--- config.mk ---
export PLATFORM = sky130hd
export DESIGN_NAME = spi_xfer_sched
export DESIGN_NICKNAME = d
export VERILOG_FILES = /design/src/rtl/spi_xfer_sched.sv
export SDC_FILE = /design/constraint.sdc
export NUM_CORES = 1
export LEC_CHECK = 0
export ABC_AREA = 1
export CAP_MARGIN = 20
export CORE_MARGIN = 1
export CORE_UTILIZATION = 43
export CTS_BUF_LIST = sky130_fd_sc_hd__clkbuf_8
export DETAILED_ROUTE_END_ITERATION = 7
export PLACE_DENSITY = 0.77
export SLEW_MARGIN = 20
export SYNTH_ARGS = -nofsm -noshare
export SYNTH_HDL_FRONTEND = slang
export SYNTH_SLANG_ARGS = --single-unit
--- constraint.sdc ---
create_clock -name clk -period 1.4 [get_ports clk]
set_clock_uncertainty 0.2 [all_clocks]
set_input_delay 0.35 -clock clk [delete_from_list [all_inputs] [get_ports clk]]
set_output_delay 0.35 -clock clk [all_outputs]
set_load 0.01 [all_outputs]
--- src/rtl/spi_xfer_sched.sv ---
`default_nettype none
// ============================================================================
// Module      : spi_xfer_sched
// Description : Round-robin scheduler for two requesters in front of an SPI
//               master. Handles retries on error, timeout abort, one response
//               per request.
// Revision    : 1.0 - initial release
// ============================================================================
module spi_xfer_sched #(
    parameter int WIDTH     = 11,
    parameter int MAX_RETRY = 2,
    parameter int TIMEOUT   = 64,
    parameter int GAP       = 4
) (
    input  logic             clk,
    input  logic             reset,
    input  logic [1:0]       req,
    input  logic [WIDTH-1:0] req_data0,
    input  logic [WIDTH-1:0] req_data1,
    input  logic [1:0]       req_tgt,
    output logic [1:0]       ack,
    output logic             m_start,
    output logic [1:0]       m_sel,
    output logic [WIDTH-1:0] m_data,
    input  logic             m_done,
    input  logic             m_err,
    input  logic [WIDTH-1:0] m_rdata,
    output logic             rsp_valid,
    output logic             rsp_id,
    output logic [WIDTH-1:0] rsp_data,
    output logic             rsp_fail,
    output logic             rsp_tmo,
    output logic             busy
);

    localparam int c_tmr_w = $clog2(TIMEOUT);
    localparam int c_gap_w = (GAP > 1) ? $clog2(GAP) : 1;
    localparam int c_rty_w = (MAX_RETRY > 0) ? $clog2(MAX_RETRY + 1) : 1;

    localparam logic [c_tmr_w-1:0] c_tmr_last  = c_tmr_w'(TIMEOUT - 1);
    localparam logic [c_gap_w-1:0] c_gap_last  = c_gap_w'(GAP - 1);
    localparam logic [c_rty_w-1:0] c_max_retry = c_rty_w'(MAX_RETRY);

    typedef enum logic [2:0] {
        S_IDLE  = 3'd0,
        S_START = 3'd1,
        S_WAIT  = 3'd2,
        S_GAP   = 3'd3,
        S_RESP  = 3'd4
    } state_t;

    state_t             r_state, w_state_nxt;
    logic               r_last, w_last_nxt;
    logic               r_id, w_id_nxt;
    logic [WIDTH-1:0]   r_frame, w_frame_nxt;
    logic               r_tgt, w_tgt_nxt;
    logic [c_rty_w-1:0] r_retry, w_retry_nxt;
    logic [c_tmr_w-1:0] r_timer, w_timer_nxt;
    logic [c_gap_w-1:0] r_gap, w_gap_nxt;
    logic               w_win;

    logic [1:0]         w_ack_nxt;
    logic               w_start_nxt;
    logic [1:0]         w_sel_nxt;
    logic [WIDTH-1:0]   w_mdata_nxt;
    logic               w_rsp_valid_nxt;
    logic               w_rsp_id_nxt;
    logic [WIDTH-1:0]   w_rsp_data_nxt;
    logic               w_rsp_fail_nxt;
    logic               w_rsp_tmo_nxt;
    logic               w_busy_nxt;

    always_comb begin
        w_state_nxt     = r_state;
        w_last_nxt      = r_last;
        w_id_nxt        = r_id;
        w_frame_nxt     = r_frame;
        w_tgt_nxt       = r_tgt;
        w_retry_nxt     = r_retry;
        w_timer_nxt     = r_timer;
        w_gap_nxt       = r_gap;
        w_win           = 1'b0;
        w_ack_nxt       = 2'b00;
        w_start_nxt     = 1'b0;
        w_sel_nxt       = m_sel;
        w_mdata_nxt     = m_data;
        w_rsp_valid_nxt = 1'b0;
        w_rsp_id_nxt    = rsp_id;
        w_rsp_data_nxt  = rsp_data;
        w_rsp_fail_nxt  = rsp_fail;
        w_rsp_tmo_nxt   = rsp_tmo;

        case (r_state)
            S_IDLE: begin
                if (req != 2'b00) begin
                    // On a tie the requester that did not win last time goes first
                    w_win       = (req == 2'b11) ? ~r_last : req[1];
                    w_id_nxt    = w_win;
                    w_last_nxt  = w_win;
                    w_frame_nxt = w_win ? req_data1 : req_data0;
                    w_tgt_nxt   = req_tgt[w_win];
                    w_retry_nxt = '0;
                    w_ack_nxt   = w_win ? 2'b10 : 2'b01;
                    w_state_nxt = S_START;
                end
            end
            S_START: begin
                w_start_nxt = 1'b1;
                w_sel_nxt   = r_tgt ? 2'b10 : 2'b01;
                w_mdata_nxt = r_frame;
                w_timer_nxt = '0;
                w_state_nxt = S_WAIT;
            end
            S_WAIT: begin
                w_timer_nxt = r_timer + 1'b1;
                if (m_done) begin
                    w_sel_nxt   = 2'b00;
                    w_mdata_nxt = '0;
                    if (m_err && (r_retry < c_max_retry)) begin
                        w_retry_nxt = r_retry + 1'b1;
                        w_gap_nxt   = '0;
                        w_state_nxt = S_GAP;
                    end else begin
                        w_rsp_valid_nxt = 1'b1;
                        w_rsp_id_nxt    = r_id;
                        w_rsp_data_nxt  = m_rdata;
                        w_rsp_fail_nxt  = m_err;
                        w_rsp_tmo_nxt   = 1'b0;
                        w_state_nxt     = S_RESP;
                    end
                end else if (r_timer == c_tmr_last) begin
                    w_sel_nxt       = 2'b00;
                    w_mdata_nxt     = '0;
                    w_rsp_valid_nxt = 1'b1;
                    w_rsp_id_nxt    = r_id;
                    w_rsp_data_nxt  = '0;
                    w_rsp_fail_nxt  = 1'b1;
                    w_rsp_tmo_nxt   = 1'b1;
                    w_state_nxt     = S_RESP;
                end
            end
            S_GAP: begin
                w_gap_nxt = r_gap + 1'b1;
                if (r_gap == c_gap_last) begin
                    w_state_nxt = S_START;
                end
            end
            S_RESP: begin
                w_state_nxt = S_IDLE;
            end
            default: begin
                w_state_nxt = S_IDLE;
            end
        endcase

        w_busy_nxt = (w_state_nxt != S_IDLE);
    end

    always_ff @(posedge clk) begin
        if (reset) begin
            r_state   <= S_IDLE;
            r_last    <= 1'b1;
            r_id      <= 1'b0;
            r_frame   <= '0;
            r_tgt     <= 1'b0;
            r_retry   <= '0;
            r_timer   <= '0;
            r_gap     <= '0;
            ack       <= 2'b00;
            m_start   <= 1'b0;
            m_sel     <= 2'b00;
            m_data    <= '0;
            rsp_valid <= 1'b0;
            rsp_id    <= 1'b0;
            rsp_data  <= '0;
            rsp_fail  <= 1'b0;
            rsp_tmo   <= 1'b0;
            busy      <= 1'b0;
        end else begin
            r_state   <= w_state_nxt;
            r_last    <= w_last_nxt;
            r_id      <= w_id_nxt;
            r_frame   <= w_frame_nxt;
            r_tgt     <= w_tgt_nxt;
            r_retry   <= w_retry_nxt;
            r_timer   <= w_timer_nxt;
            r_gap     <= w_gap_nxt;
            ack       <= w_ack_nxt;
            m_start   <= w_start_nxt;
            m_sel     <= w_sel_nxt;
            m_data    <= w_mdata_nxt;
            rsp_valid <= w_rsp_valid_nxt;
            rsp_id    <= w_rsp_id_nxt;
            rsp_data  <= w_rsp_data_nxt;
            rsp_fail  <= w_rsp_fail_nxt;
            rsp_tmo   <= w_rsp_tmo_nxt;
            busy      <= w_busy_nxt;
        end
    end

endmodule
`default_nettype wire
After elaboration in Yosys (flattened, before gate mapping):

Index checks and enable logic that the tools add are counted.

* register bits after elaboration: 59
* output and inout bits: 32

* add/subtract/negate cells: 3
* magnitude comparators: 2
* equality and inequality tests: 11
* multiplexer cells: 40
* bitwise operators: 4
* reduce and logical (&&, ||, !) cells: 15

Operators with widths (count)
* $mux 11: 5
* $pmux 11 s2: 1
* $mux 2: 9
* $mux 1: 15
* $mux 3: 5
* $pmux 2 s2: 3
* $pmux 3 s4: 1
* $pmux 6 s2: 1
* $reduce_bool 2->1: 5
* $ne 2x2->1 const B: 4
* $add 6x1->6 const B: 1
* $eq 3x2->1 const B: 2
* $eq 6x6->1 const B: 1
* $reduce_and 3->1: 2
* $add 2x1->2 const B: 2
* $eq 2x2->1 const B: 2
* $not 1->1: 4
* $reduce_and 2->1: 2
* $reduce_and 4->1: 1
* $eq 3x1->1 const B: 1
* $logic_not 3->1: 1
* $ne 3x3->1 const B: 1
* $reduce_bool 3->1: 1
* $reduce_or 3->1: 1
* 4 further kinds: 4

Longest topological paths before layout:

* depth in word-level cells: 6
* mapped depth: 9

Worst setup path before layout:

OpenSTA, ideal clock, no wires.

* path kind: register to register
* start point: reg r_timer[0]
* end point: reg rsp_data[2]
* setup time: 132 ps
* data arrival time: 1185 ps
* data required time: 1068 ps
* path slack: -117 ps
* stages on the path, launching flop included: 8
* cell sequence: dfxtp_1 > ha_1 > nand3_1 > o21bai_2 > nand2_4 > buf_6 > nand2_1 > a21oi_1

* cells in the longest elaborated chain, start to end: 3

Ends and longest elaborated chain
* start, declared: line 58 `logic [c_tmr_w-1:0] r_timer, w_timer_nxt;`
* start signal, assigned: line 186 `r_timer <= w_timer_nxt;`
* $eq 6x6->1: line 131 `end else if (r_timer == c_tmr_last) begin`
* $reduce_bool 2->1 (no source line)
* $reduce_and 3->1 (no source line)
* end signal, assigned: line 194 `rsp_data <= w_rsp_data_nxt;`
* end, declared: line 30 `output logic [WIDTH-1:0] rsp_data,`

Every way passes these cells.
A chain may end at the register's enable or synchronous reset.

Worst setup path in the final report:

* start point: reg r_timer[0]
* end point: reg m_data[6]

* cells in the longest elaborated chain, start to end: 3

Ends and longest elaborated chain
* $eq 6x6->1: line 131
* $ne 3x3->1 (no source line)
* $reduce_and 2->1 (no source line)
* end signal, assigned: line 191 `m_data <= w_mdata_nxt;`
* end, declared: line 24 `output logic [WIDTH-1:0] m_data,`

Every way passes these cells.

==> reports/metrics.yaml <==
critical_path:
  cpMaxStageDelayCell: "dfxtp_2"
  end_kind: "flop"
  worst_setup_path_start_kind: "flop"
  slowest_delay_ns: 0.35
  cp.arrival_ns: 1.57
  crit_type: "reg -> reg"
  crit_chain: "ha_4, nand2_1, nor2_2, nand2_2, nand3_2, nand3_1, nand2_1, nor2_1"
  crit_path_frequent_cell: "nand2_1"
  crit_required_ns: 1.43
  crit_fanout: 3
timing:
  fmax_mhz: 649
  rsz0062_at_grt: "true"
  slew_headroom: 0.755
  worst_pin_slew_ns: 0.368
  setup_ws_ns: -0.140
  final.setup.tns_ns: -2.58
  final-setup-viol-count: 45
  period_share: 1.10
  min_period_ns: 1.54
  final_max_slew_viol_count: 0
  finalHoldViolCount: 0
worst_hold_path:
  hp-class: "reg -> reg"
clocking:
  clk_root_buffer_cell: "clkbuf_8"
  cts_buffers: 9
  cts_tree: "done"
  clkSinkCount: 59
  clk_latency_ns: 0.35
  clock_path_buffers: 2
  hold_buffers: 0
  ctsHtreeMaxLevel: 3
  cts.clk_slew.worst_paths_ns: 0.07
yosys:
  syn_inst: 318
  ys_seq_area_frac: 0.492
  syn_avg_cell_area_um2: 7.55
  synth_top_area_frac: 0.492
  synth_seq_cells: 59
  synth_top_cell_by_area: "dfxtp_1"
  yosysWarnings: 0
  netlist-cell-type-count: 25
  synthTopCellsByArea: "dfxtp_1, nand2_1, a21oi_1"
  synth_nets: 361
  synth_area_um2: 2400
placement:
  gp_congestion: 0.826
  port_buffers: 72
  dp_hpwl_um: 4550
  pre_cts_slack_ns: -0.500
  dp_cells: 474
grt:
  antenna_found_initial: 0
  grt_max_degree: 31
  grt_pass1_vias: 2550
  grt_overflow: 0
  grt_pass1_wl_um: 12100
  grtUsageTotal: 0.260
cells_and_area:
  stdcell_count: 501
  nNetsFinal: 469
  syn_to_final_growth_pct: 61.9
  drive_above_1_share: 0.436
  antenna_cells: 0
power:
  ir_worst_vdd_mv: 0.867
  leakage_nw: 1.63
  p_per_area_nw_per_um2: 1130
  p_total_mw: 4.40
floorplan:
  initial_core_util: 0.458
  coreArea_um2: 5240
  rows: 26
  fp.dieH_um: 76.7
  dieArea_um2: 5890
  die_w_um: 76.7
  io_pins: 73
drt:
  final_antenna_net_count: 0
  drc: 0
  drtIter0Drc: 211
  drt_wl_total_um: 8170
  vias: 2716
  firstDrtPassIters: 4
  routedWlPerCell_um: 16.3
  viasPerCell: 5.42
run_status:
  outcome: "finished with violations"
  violations: "setup timing"
job:
  cap_viol_max_count: 0
==> worst max-delay path: cells and delay by family, from the launching register on <==
kind / cells / cell delay [ns]
and+or+nand+nor: 7 / 0.71
DFF: 1 / 0.35
adders and majority gates: 1 / 0.16
==> cells in the mapped netlist, drive strengths merged <==
master,count
nand2,88
dfxtp,59
a21oi,49
nand3,30
o21ai,28
inv,21
nor2,20
buf,7
clkbuf,7
nor3,3
ha,2
clkinv,1
nand4,1
o21bai,1
o22ai,1
==> repair_timing <==
action / 4_1_cts / 5_1_grt
buffers inserted: 4 / 1
setup endpoints to repair: 79 / 57
gates cloned: 6 / 1
pin swaps: 11 / 26
resized for setup: 197 / 72
==> per-layer routing <==
metal,part of all wire,global-route usage
met1,0.40,0.322
met2,0.51,0.434
met3,0.059,0.0417
met4,0.037,0.137
met5,0,0
==> cell usage in the layout, fill, tap and decap left out, types with 2 or more instances in the layout <==
cell type and count:
dfxtp_1 32, nand2_4 9, clkinv_2 2, dfxtp_4 3
inv_1 13, dfxtp_2 24, nor2_1 9, nor2_4 9
o21ai_0 17, nor2_2 2, buf_4 20, clkinv_4 3
a21oi_2 18, clkdlybuf4s50_1 36, dlygate4sd2_1 2, clkbuf_8 9
clkinvlp_4 4, buf_12 2, nand2_2 11, o21ai_1 8
o21ai_2 3, nand3_2 7, nand3_1 21, nand2_1 70
buf_6 12, dlymetal6s2s_1 2, a21oi_1 30, nand3_4 2
buf_2 32, inv_2 6, nor3_2 2
==> power breakdown <==
group / internal (mW) / leakage (nW) / switching [mW] / total (mW)
logic: 0.479 / 1.05 / 0.604 / 1.08
clock network: 0.648 / 0.0818 / 0.748 / 1.40
registers: 1.82 / 0.495 / 0.0988 / 1.92
total: 2.95 / 1.63 / 1.45 / 4.40
==> state kept, by name, indices dropped and copies added, names as in the netlist, 2 cells and up <==
name / count
r_timer: 6
r_retry: 2
m_sel: 2
m_data: 11
r_state: 3
ack: 2
rsp_data: 11
r_gap: 2
r_frame: 11
==> cell type report <==
cell class	instances	area (µm²)
Multi-Input combinational cell	226	1390
Fill cell	352	1350
Sequential cell	59	1220
Timing Repair Buffer	107	903
Clock buffer	9	124
Inverter	22	98.8
Tap cell	70	87.6
Clock inverter	7	53.8
Timing Repair inverter	1	5.00
==> cell families (layout without fill, tap and decap cells) <==
group           count (synthesis)  after routing  synth area share
flops                          59             59             0.492
simple gates                  142            145             0.261
buf+inv                        36            146            0.0672
fa+ha+maj                       2              2            0.0104
compound gates                 79             79             0.169
==> worst paths after layout <==
| check | cells after the start | slack (ns) | from | end |
|---|---|---|---|---|
| worst max-delay path | 8 | -0.14 | r_timer[0] | m_data[6] |
| worst min-delay path | 2 | 0.26 | rsp_data[8] | rsp_data[8] |
| worst max register to register | 8 | -0.14 | r_timer[0] | m_data[6] |
| worst min register to register | 2 | 0.26 | rsp_data[8] | rsp_data[8] |
==> stage by stage <==
stage	cell area, µm²	hold slack (ns)	utilization
2_1_floorplan	2440	0.223	-
3_3_place_gp	3380	0.238	0.645
3_5_place_dp	3380	0.256	0.645
4_1_cts	3670	0.262	0.701
5_1_grt	3890	0.279	0.742
6_report	3890	0.262	0.742
No activity file was read; power rests on OpenSTA's default activity.
